[src/rtl/fetch_unit_if.sv]
// Fetch-to-memory / fetch-to-decode bundle. The fetch unit owns the "master"
// view (drives address and the decode-side word); the surrounding memory and
// decode logic use the "slave" view.
interface fetch_unit_if #(
  parameter int unsigned ADDR_W  = 8,
  parameter int unsigned INSTR_W = 29
);
  logic               in_start;
  logic               in_branch_valid;
  logic [ADDR_W-1:0]  in_branch_target;
  logic [ADDR_W-1:0]  out_add;
  logic [INSTR_W-1:0] in_instruction;
  logic [INSTR_W-1:0] out_instruction;
  logic [ADDR_W-1:0]  out_pc;
  logic               out_valid;
  logic               in_ready;
  logic               out_halted;

  modport master (
    input  in_start, in_branch_valid, in_branch_target, in_instruction, in_ready,
    output out_add, out_instruction, out_pc, out_valid, out_halted
  );

  modport slave (
    output in_start, in_branch_valid, in_branch_target, in_instruction, in_ready,
    input  out_add, out_instruction, out_pc, out_valid, out_halted
  );
endinterface

[src/rtl/fetch_unit.sv]
// Instruction-fetch stage. Holds the program counter, addresses program memory
// directly (memory answers combinationally), captures the returned word into an
// instruction register and offers it to decode over valid/ready. A branch
// flushes the held word and redirects; a halt opcode stops further fetching.
module fetch_unit #(
  parameter int unsigned       ADDR_W      = 8,
  parameter int unsigned       INSTR_W     = 29,
  parameter int unsigned       OPC_W       = 5,
  parameter logic [ADDR_W-1:0] RESET_ADDR  = 8'd0,
  parameter logic [OPC_W-1:0]  HALT_OPCODE = 5'b11111
) (
  input  logic          in_clk,
  input  logic          in_rst_n,
  fetch_unit_if.master  bus
);

  typedef enum logic [1:0] {
    ST_IDLE  = 2'd0,
    ST_FETCH = 2'd1,
    ST_HALT  = 2'd2
  } state_t;

  state_t             state_r;
  state_t             state_s;
  logic               load_s;
  logic               halt_word_s;
  logic [ADDR_W-1:0]  pc_r;
  logic [INSTR_W-1:0] instr_r;
  logic [ADDR_W-1:0]  instr_pc_r;
  logic               valid_r;
  logic               halted_r;

  // True when the word carries the opcode that ends fetching.
  function automatic logic is_halt(input logic [INSTR_W-1:0] word);
    return (word[INSTR_W-1 -: OPC_W] == HALT_OPCODE);
  endfunction

  // Load decision and next-state selection; branch outranks everything else.
  always_comb begin
    state_s     = state_r;
    halt_word_s = is_halt(bus.in_instruction);
    load_s      = (state_r == ST_FETCH) && (!valid_r || bus.in_ready) &&
                  !bus.in_branch_valid;
    case (state_r)
      ST_IDLE: begin
        if (bus.in_branch_valid || bus.in_start) begin
          state_s = ST_FETCH;
        end else begin
          state_s = ST_IDLE;
        end
      end
      ST_FETCH: begin
        if (bus.in_branch_valid) begin
          state_s = ST_FETCH;
        end else if (load_s && halt_word_s) begin
          state_s = ST_HALT;
        end else begin
          state_s = ST_FETCH;
        end
      end
      ST_HALT: begin
        if (bus.in_branch_valid) begin
          state_s = ST_FETCH;
        end else begin
          state_s = ST_HALT;
        end
      end
      default: state_s = ST_IDLE;
    endcase
  end

  // State register.
  always_ff @(posedge in_clk or negedge in_rst_n) begin
    if (!in_rst_n) begin
      state_r <= ST_IDLE;
    end else begin
      state_r <= state_s;
    end
  end

  // PC, instruction register and handshake valid; halted flag tracks next state.
  always_ff @(posedge in_clk or negedge in_rst_n) begin
    if (!in_rst_n) begin
      pc_r       <= RESET_ADDR;
      instr_r    <= {INSTR_W{1'b0}};
      instr_pc_r <= {ADDR_W{1'b0}};
      valid_r    <= 1'b0;
      halted_r   <= 1'b0;
    end else begin
      halted_r <= (state_s == ST_HALT);
      if (bus.in_branch_valid) begin
        // Redirect: the held word is dropped even if decode is taking it.
        pc_r    <= bus.in_branch_target;
        valid_r <= 1'b0;
      end else if (load_s) begin
        instr_r    <= bus.in_instruction;
        instr_pc_r <= pc_r;
        valid_r    <= 1'b1;
        pc_r       <= pc_r + {{(ADDR_W-1){1'b0}}, 1'b1};
      end else if (valid_r && bus.in_ready) begin
        valid_r <= 1'b0;
      end else begin
        valid_r <= valid_r;
      end
    end
  end

  assign bus.out_add         = pc_r;
  assign bus.out_instruction = instr_r;
  assign bus.out_pc          = instr_pc_r;
  assign bus.out_valid       = valid_r;
  assign bus.out_halted      = halted_r;

endmodule
[src/flat_wrapper.sv]
// flat-port wrapper written by rule: the top's interface ports become plain ports
module fetch_unit_flat 
#(
  parameter int unsigned       ADDR_W      = 8,
  parameter int unsigned       INSTR_W     = 29,
  parameter int unsigned       OPC_W       = 5,
  parameter logic [ADDR_W-1:0] RESET_ADDR  = 8'd0,
  parameter logic [OPC_W-1:0]  HALT_OPCODE = 5'b11111
)
  (in_clk, in_rst_n, bus_in_start, bus_in_branch_valid, bus_in_branch_target, bus_in_instruction, bus_in_ready, bus_out_add, bus_out_instruction, bus_out_pc, bus_out_valid, bus_out_halted);
  fetch_unit_if #(.ADDR_W(ADDR_W), .INSTR_W(INSTR_W)) bus_i ();
  input  logic in_clk;
  input  logic in_rst_n;
  input wire logic [$bits(bus_i.in_start)-1:0] bus_in_start;
  input wire logic [$bits(bus_i.in_branch_valid)-1:0] bus_in_branch_valid;
  input wire logic [$bits(bus_i.in_branch_target)-1:0] bus_in_branch_target;
  input wire logic [$bits(bus_i.in_instruction)-1:0] bus_in_instruction;
  input wire logic [$bits(bus_i.in_ready)-1:0] bus_in_ready;
  output wire logic [$bits(bus_i.out_add)-1:0] bus_out_add;
  output wire logic [$bits(bus_i.out_instruction)-1:0] bus_out_instruction;
  output wire logic [$bits(bus_i.out_pc)-1:0] bus_out_pc;
  output wire logic [$bits(bus_i.out_valid)-1:0] bus_out_valid;
  output wire logic [$bits(bus_i.out_halted)-1:0] bus_out_halted;
  assign bus_i.in_start = bus_in_start;
  assign bus_i.in_branch_valid = bus_in_branch_valid;
  assign bus_i.in_branch_target = bus_in_branch_target;
  assign bus_i.in_instruction = bus_in_instruction;
  assign bus_i.in_ready = bus_in_ready;
  assign bus_out_add = bus_i.out_add;
  assign bus_out_instruction = bus_i.out_instruction;
  assign bus_out_pc = bus_i.out_pc;
  assign bus_out_valid = bus_i.out_valid;
  assign bus_out_halted = bus_i.out_halted;
  fetch_unit #(.ADDR_W(ADDR_W), .INSTR_W(INSTR_W), .OPC_W(OPC_W), .RESET_ADDR(RESET_ADDR), .HALT_OPCODE(HALT_OPCODE)) u_core (.in_clk(in_clk), .in_rst_n(in_rst_n), .bus(bus_i));
endmodule
[config.mk]
export PLATFORM = sky130hd
export DESIGN_NAME = fetch_unit_flat
export DESIGN_NICKNAME = d
export VERILOG_FILES = /design/src/rtl/fetch_unit_if.sv /design/src/rtl/fetch_unit.sv /design/src/flat_wrapper.sv
export SDC_FILE = /design/constraint.sdc
export NUM_CORES = 1
export LEC_CHECK = 0
export ABC_CLOCK_PERIOD_IN_PS = 5100
export CAP_MARGIN = 5
export CORE_MARGIN = 2
export CORE_UTILIZATION = 45
export DETAILED_ROUTE_END_ITERATION = 10
export HOLD_SLACK_MARGIN = 0.12
export PLACE_DENSITY_LB_ADDON = 0.3
export SLEW_MARGIN = 25
export SYNTH_ARGS = -nofsm -noshare
export SYNTH_HDL_FRONTEND = slang
export SYNTH_SLANG_ARGS = --single-unit
[constraint.sdc]
create_clock -name in_clk -period 5.1 [get_ports in_clk]
set_input_delay 0.51 -clock in_clk [delete_from_list [all_inputs] [get_ports in_clk]]
set_output_delay 0.51 -clock in_clk [all_outputs]
set_load 0.005 [all_outputs]
# Word level (Yosys, flattened, before mapping)
# Cells that the tools add are included.
[word_totals]
regBits = 49
in_bits = 42
output_inout_bits = 47
[op_classes]
n_addsub = 1
eq_ne = 4
muxes = 10
n_bitwise = 1
n_reduce_logical = 12
[ops]
columns = ["cell", "count"]
rows = [
  ["2-to-1 mux 8 bit", 2],
  ["adder 8 x 1 -> 8 bit (second input constant)", 1],
  ["2-to-1 mux 2 bit", 3],
  ["one-hot mux 2 bit (3 select lines)", 1],
  ["== test 5 bit (second input constant)", 1],
  ["== test 2 bit (second input constant)", 2],
  ["logical AND 1 bit", 4],
  ["2-to-1 mux 1 bit", 4],
  ["nonzero test 3 bit", 1],
  ["== test 2 x 1 -> 1 bit (second input constant)", 1],
  ["zero test 1 bit", 2],
  ["zero test 2 bit", 1],
  ["logical OR 1 bit", 2],
  ["AND reduction 2 bit", 1],
  ["nonzero test 2 bit", 1],
  ["NOT 1 bit", 1],
]

# Logic depth before layout (Yosys ltp)
# Gate-level depths: netlist of the first run.
[logic_depth]
word_depth = 9
depth_mapped = 5

# Worst setup path after synthesis of the first run
# No wires, ideal clock.
[synth_timing]
kind = "input -> register"
from = "input bus_in_ready"
to = "register u_core.instr_r[13], in the netlist u_core.bus.out_instruction[13]"
setup_ps = 125
t_arrival_ps = 1570
required_ps = 4975
slack_ps = 3406
stages = 5
n_path_buf = 2
cell_sequence = "nor2b_1 > buf_6 > nor3_4 > buf_6 > mux2_2"
[synth_via]
elab_chain_cells = 4
[synth_lines]
columns = ["element", "line_no", "text"]
rows = [
  ["start, declared", "flat_wrapper.sv:18", "input wire logic [$bits(bus_i.in_ready)-1:0] bus_in_ready;"],
  ["logical OR 1 bit", "fetch_unit.sv:42", "load_s = (state_r == ST_FETCH) && (!valid_r || bus.in_ready) &&"],
  ["logical AND 1 bit (2 in series)", "fetch_unit.sv:42", ""],
  ["AND reduction 2 bit (no line)", "--", ""],
  ["end signal, assigned", "fetch_unit.sv:85", "instr_r <= {INSTR_W{1'b0}};"],
  ["end signal, assigned", "fetch_unit.sv:96", "instr_r <= bus.in_instruction;"],
  ["end, declared", "fetch_unit.sv:28", "logic [INSTR_W-1:0] instr_r;"],
]
# Every way passes these cells.
# A chain may end at the register's enable or synchronous reset.

# Final worst setup path of the first run
[layout_timing]
from = "input bus_in_branch_valid"
to = "register u_core.instr_r[24], in the netlist u_core.bus.out_instruction[24]"
[layout_via]
elab_chain_cells = 3
word_cells_on_any_way = 4
[layout_lines]
columns = ["element", "line_no", "text"]
rows = [
  ["start, declared", "flat_wrapper.sv:15", "input wire logic [$bits(bus_i.in_branch_valid)-1:0] bus_in_branch_valid;"],
  ["zero test 1 bit", "fetch_unit.sv:43", "!bus.in_branch_valid;"],
  ["logical AND 1 bit", "fetch_unit.sv:42", ""],
  ["AND reduction 2 bit (no line) (*)", "--", ""],
]
# Mark *: on every way between the ends. The rest lies on a longest branch, timed or not.

==> flow_summary_export.csv, run 1 <==
group,metric,value,unit
outcome,status,"completed",
worst_setup_path,cp_top_family,"buffers and inverters",
synthesis,syn_area_per_cell,13.98,µm²
synthesis,synth_seq_cells,49,
worst_setup_path,timing.critical_path.buf_inv,2,
clock_network,cts_tree,"yes",
worst_setup_path,critical_path_class,"in -> reg",
worst_setup_path,crit_chain,"clkdlybuf4s50_1, nor3_4, buf_4, mux2_2",
sta,fin_skew,4.066,ps
sta,hold_violations,0,
clock_network,clkTransAtPathRegs,90,ps
sta,setup_slack,2773,ps
sta,rsz0062_at_grt,"false",
synthesis,netlist_instances,146,
clock_network,clock_path_buffers,2,
worst_setup_path,worst_ep_arrival_time,2500,ps
clock_network,cts_buffers,5,
global_route,antenna_found_initial,0,
sta,max_freq,0.4298,GHz
sta,tightest_slew,797.1,ps
placed_design,post_dp_cell_area,2932,µm²
routing,wl,4.280,mm
clock_network,cts-root-buf,"clkbuf_8",
clock_network,cts_resized,0,
power_and_ir_drop,pwr_density_cell,337.4,nW/µm²
clock_network,post-cts-setup-buffers,0,
routing,via_count,1478,
worst_setup_path,critPathRequiredTime,5280,ps
hold_path,min_path_type,"in -> async",
sta,period_share,45.62,%
floorplanning,core-area,4354,µm²
global_route,grtUsageTotal,17.87,%
placed_design,dp_slack,2480,ps
sta,setup_viol,0,
floorplanning,chipHeight,71.34,µm
routing,post_drt_via_cell_ratio,5.132,
worst_setup_path,cp_slowest_cell,"clkdlybuf4s50_1",
synthesis,syn-num-nets,189,
clock_network,cts_max_level,2,
routing,drt_first_pass_iters,4,
synthesis,ys_seq_area_share,60.09,%
cells_and_area,antenna_cells,0,
worst_setup_path,endpoint_kind,"register",
sta,slew_viol_final,0,
sta,fin_setup_tns,0,ps
worst_setup_path,critPathMaxStageDelay,820,ps
routing,drc,0,
run,drv_cap,0,
floorplanning,dieArea,5089,µm²
sta,period_needed,2327,ps
worst_setup_path,cp-start-kind,"primary input",
routing,antenna_left,0,
floorplanning,ios,89,
global_route,grt-ovfl-total,0,
floorplanning,num_rows,24,
placed_design,io_buffer_count,88,
power_and_ir_drop,vdd_drop_max,0.0002152,V
cells_and_area,utilization,70.00,%
global_route,grt_pass1_wl,7.217,mm
cells_and_area,fin_area,3048,µm²
routing,wl_per_cell,14.86,µm
placed_design,dp.final_hpwl,3.038,mm
global_route,grt_pass1_vias,1499,
cells_and_area,nets,278,
cells_and_area,area_growth_syn_to_layout,49.36,%
cells_and_area,drive_above_1_share,19.49,%
power_and_ir_drop,p_total,1.028,mW
placed_design,gp_congestion,0.8481,
synthesis,synth.distinct_cells,26,
synthesis,ys_warn_count,0,
clock_network,clk_latency,290,ps
routing,drt_iter0_drc,127,
global_route,grt_start_max_net_pins,50,
floorplanning,die_w,71.34,µm
worst_setup_path,path_max_fanout,37,
clock_network,postCtsHoldBufs,0,
power_and_ir_drop,p_leak,1.235,nW
sta,slew_headroom,46.70,%
clock_network,clock-sinks,49,
synthesis,synth_area,2041,µm²
floorplanning,initial_utilization,46.87,%
[sequential cells by signal, summed over array words and instances, names as in the netlist]
register and count:
u_core.bus.out_valid 1, u_core.bus.out_pc 8, u_core.bus.out_add 8, u_core.bus.out_halted 1, u_core.state_r 2, u_core.bus.out_instruction 29
[logic make-up after synthesis]
family	count (synthesis)	share of synthesized area, %
compound gates	13	3.617
simple gates	31	8.768
mux	39	21.40
flops	49	60.09
buf+inv	7	2.943
xor+xnor	6	2.575
fa+ha+maj	1	0.6130
[metal layers]
layer | vias up | routed length [µm] | global-route usage [%]
met5 | - | 0 | 0
li1 | 693 | - | -
met2 | 54 | 2179 | 30.14
met3 | 7 | 263 | 5.767
met1 | 724 | 1813 | 22.96
met4 | 0 | 24 | 3.145
[cell usage in the layout, fill, tap and decap left out, types with 3 or more instances in the layout]
| master | netlist | final |
|---|---|---|
| o21ai_0 | 7 | 7 |
| xnor2_1 | 6 | 6 |
| clkbuf_8 | 0 | 6 |
| clkdlybuf4s50_1 | 0 | 87 |
| nand3_1 | 3 | 3 |
| dfrtp_1 | 49 | 49 |
| nand2b_1 | 4 | 4 |
| mux2_2 | 36 | 36 |
| a21oi_1 | 3 | 3 |
| nand2_1 | 9 | 9 |
| nor3_1 | 3 | 3 |
[cells in the mapped netlist]
master,count,area [µm²]
xnor2_1,6,52.55
a22oi_1,1,7.510
nor4_1,1,6.260
nand3_1,3,15.01
buf_4,1,7.510
nor2b_1,2,12.51
nand4_1,2,12.51
ha_1,1,12.51
mux2_2,36,405.4
nand2_1,9,33.78
a21oi_1,3,15.01
o21ai_0,7,35.03
nand2b_1,4,25.02
o21a_1,1,7.510
nor4b_1,2,17.52
dfrtp_1,49,1226
nor3_4,1,16.27
a2bb2oi_1,1,8.760
nor2_1,2,7.510
or4b_1,1,10.01
clkbuf_1,2,7.510
nor3b_1,1,7.510
nor3_1,3,15.01
mux2_1,1,11.26
buf_6,4,45.04
mux2i_1,2,20.02
[metrics by stage]
step,hold slack (ps),std cells
floorplan,214.4,146
detailed placement,458.0,280
CTS,245.0,288
global placement,448.7,280
finish,208.3,288
global route,254.6,288
[where the power goes]
| part | internal [mW] | leakage (nW) | switching, mW |
|---|---|---|---|
| Clock | 0.160 | 0.0585 | 0.120 |
| Sequential | 0.448 | 0.578 | 0.0404 |
| Combinational | 0.183 | 0.598 | 0.0776 |
| Total | 0.790 | 1.23 | 0.238 |
[worst register-to-register path, cell delays in order (launching register included)]
cell and delay (ps):
dfrtp_1 400, nand2b_1 330, nor3_4 180, buf_4 430, mux2_2 420
[final timing paths]
kind / from / to / slack, ps / cells past startpoint
setup / recovery: bus_in_branch_valid / u_core.bus.out_instruction[24] / 2770 / 4
hold / removal: in_rst_n / u_core.bus.out_halted / 210 / 1
setup reg to reg: u_core.state_r[1] / u_core.bus.out_instruction[24] / 3230 / 4
hold reg to reg: u_core.state_r[1] / u_core.state_r[0] / 480 / 1
max in group asynchronous: in_rst_n / u_core.bus.out_instruction[18] / 4460 / 1
min in group in_clk: u_core.state_r[1] / u_core.state_r[0] / 480 / 1
[layout make-up]
cell class / count / area, µm²
Sequential cell: 49 / 1226
Clock inverter: 1 / 30.03
Tap cell: 52 / 65.06
Clock buffer: 7 / 86.33
Multi-Input combinational cell: 90 / 754.5
Timing Repair Buffer: 89 / 885.9
Fill cell: 323 / 1306
Note: power is estimated with default switching activity, not from simulation.
==> run 2: changes to the inputs <==
- ABC_CLOCK_PERIOD_IN_PS: 5100 -> 2400
- CORE_UTILIZATION: 45 -> 42
- clock period: 5.1 -> 2.4 ns (I/O delays scaled with it)
==> run 2 against run 1 <==
Against the previous run: cell area is 0.74% higher; wire length up 0.35%; worst setup slack worse by 2400 ps; sequential cell count unchanged; non-clock buffer count up 5; clock-buffer cell count is 2 lower; die area up 6.7%; final cell count grew 1.7%; combinational power grew 120%; sequential power increased by 110%; first-iteration DRC count down 45%; critical path type is now reg -> reg; critical endpoint is now u_core.bus.out_instruction[23]; largest power group unchanged.
==> flow_summary_export.csv, run 2 (synthesis gave the netlist of run 1 again) <==
group,metric,value,unit
outcome,status,"completed",
cells_and_area,final_cell_mix,"clkdlybuf4s50_1, dfrtp_1, mux2_2",
clock_network,clk_latency,290,ps
global_route,grt_pass1_wl,7.058,mm
routing,wl,4.295,mm
cells_and_area,multiInputGateArea,754.5,µm²
placed_design,post_dp_cell_area,2987,µm²
sta,tightest_slew,880.9,ps
global_route,antenna_found_initial,0,
hold_path,min_path_type,"reg -> reg",
power_and_ir_drop,p_leak,1.248,nW
cells_and_area,fin_cells,293,
sta,hold_violations,0,
sta,period_share,83.76,%
clock_network,cts_max_level,2,
cells_and_area,fillCellCount,362,
routing,via_count,1456,
floorplanning,die_w,73.71,µm
placed_design,gp_congestion,0.7885,
sta,period_needed,2010,ps
clock_network,clock-sinks,49,
sta,slew_headroom,41.08,%
placed_design,io_buffer_count,88,
power_and_ir_drop,pwr_density_cell,663.0,nW/µm²
floorplanning,chipHeight,73.71,µm
cells_and_area,nets,283,
floorplanning,core-area,4692,µm²
floorplanning,ios,89,
worst_setup_path,path_max_fanout,20,
cells_and_area,area_growth_syn_to_layout,50.46,%
clock_network,post-cts-setup-buffers,0,
worst_setup_path,worst_ep_arrival_time,2190,ps
worst_setup_path,endpoint_kind,"register",
cells_and_area,fin_area,3070,µm²
floorplanning,num_rows,25,
sta,max_freq,0.4974,GHz
clock_network,clock_path_buffers,2,
clock_network,cts_resized,0,
cells_and_area,drive_above_1_share,20.50,%
sta,fin_setup_tns,0,ps
cells_and_area,antenna_cells,0,
power_and_ir_drop,vdd_drop_max,0.0003529,V
cells_and_area,largest_reg_flops,29,
worst_setup_path,critical_path_class,"reg -> reg",
global_route,grt-ovfl-total,0,
global_route,grt_pass1_vias,1464,
worst_setup_path,cp-start-kind,"register",
global_route,grt_start_max_net_pins,27,
cells_and_area,register_area,1226,µm²
worst_setup_path,critPathRequiredTime,2580,ps
clock_network,cts_tree,"yes",
routing,wl_per_cell,14.66,µm
routing,post_drt_via_cell_ratio,4.969,
routing,antenna_left,0,
routing,drc,0,
sta,setup_slack,389.7,ps
placed_design,placedCellCount,286,
sta,rsz0062_at_grt,"false",
floorplanning,initial_utilization,43.49,%
sta,setup_viol,0,
clock_network,cts-root-buf,"clkbuf_8",
clock_network,cts_buffers,5,
routing,drt_iter0_drc,70,
global_route,grtUsageTotal,17.06,%
routing,drt_first_pass_iters,4,
sta,holdWs,468.7,ps
clock_network,clkTransAtPathRegs,80,ps
clock_network,postCtsHoldBufs,1,
sta,fin_skew,3.312,ps
placed_design,dp_slack,113.7,ps
floorplanning,dieArea,5432,µm²
placed_design,dp.final_hpwl,3.188,mm
run,drv_cap,0,
sta,slew_viol_final,0,
cells_and_area,final_common_cell,"clkdlybuf4s50_1",
## run 2: routing by layer
metal | share of wire, % | GRT usage [%] | vias to the layer above | wire (µm)
met5 | 0 | 0 | - | 0
met1 | 44 | 22.64 | 709 | 1891
li1 | - | - | 697 | -
met2 | 48 | 26.98 | 43 | 2083
met4 | 1.2 | 4.848 | 0 | 53
met3 | 6.2 | 5.350 | 7 | 266
## run 2: worst max-delay path: stages (launching register included)
cell	delay, ps
dfrtp_1	390
nor2b_1	170
nor3_4	730
buf_12	250
mux2_2	350
## run 2: worst paths after layout
path | from | end | slack (ps) | cells past startpoint
hold / removal | u_core.state_r[1] | u_core.state_r[0] | 470 | 1
max in group asynchronous | in_rst_n | u_core.bus.out_add[7] | 1380 | 3
hold reg to reg | u_core.state_r[1] | u_core.state_r[0] | 470 | 1
min in group asynchronous | in_rst_n | u_core.bus.out_add[2] | 490 | 2
setup / recovery | u_core.bus.out_valid | u_core.bus.out_instruction[23] | 390 | 4
setup reg to reg | u_core.bus.out_valid | u_core.bus.out_instruction[23] | 390 | 4
## run 2: through the flow
| step | power (mW) | utilization, % |
|---|---|---|
| after floorplan | 1.240 | - |
| after global placement | 1.619 | 63.65 |
| after detailed placement | 1.628 | 63.65 |
| after CTS | 2.068 | 65.44 |
| after global routing | 2.163 | 65.44 |
| final | 2.036 | 65.44 |
## run 2: report_power, final
part	internal, mW	total (mW)	leakage [nW]	switching, mW
Clock	0.192	0.433	0.0399	0.242
Combinational	0.399	0.565	0.630	0.167
Sequential	0.951	1.04	0.578	0.0856
## run 2: area by class of cell
type | count | area share [%]
multi-input combinational | 90 | 24.57
timing repair buffer | 94 | 30.89
tap | 54 | 2.200
sequential | 49 | 39.93
clock buffer | 5 | 2.241
clock inverter | 1 | 0.1630
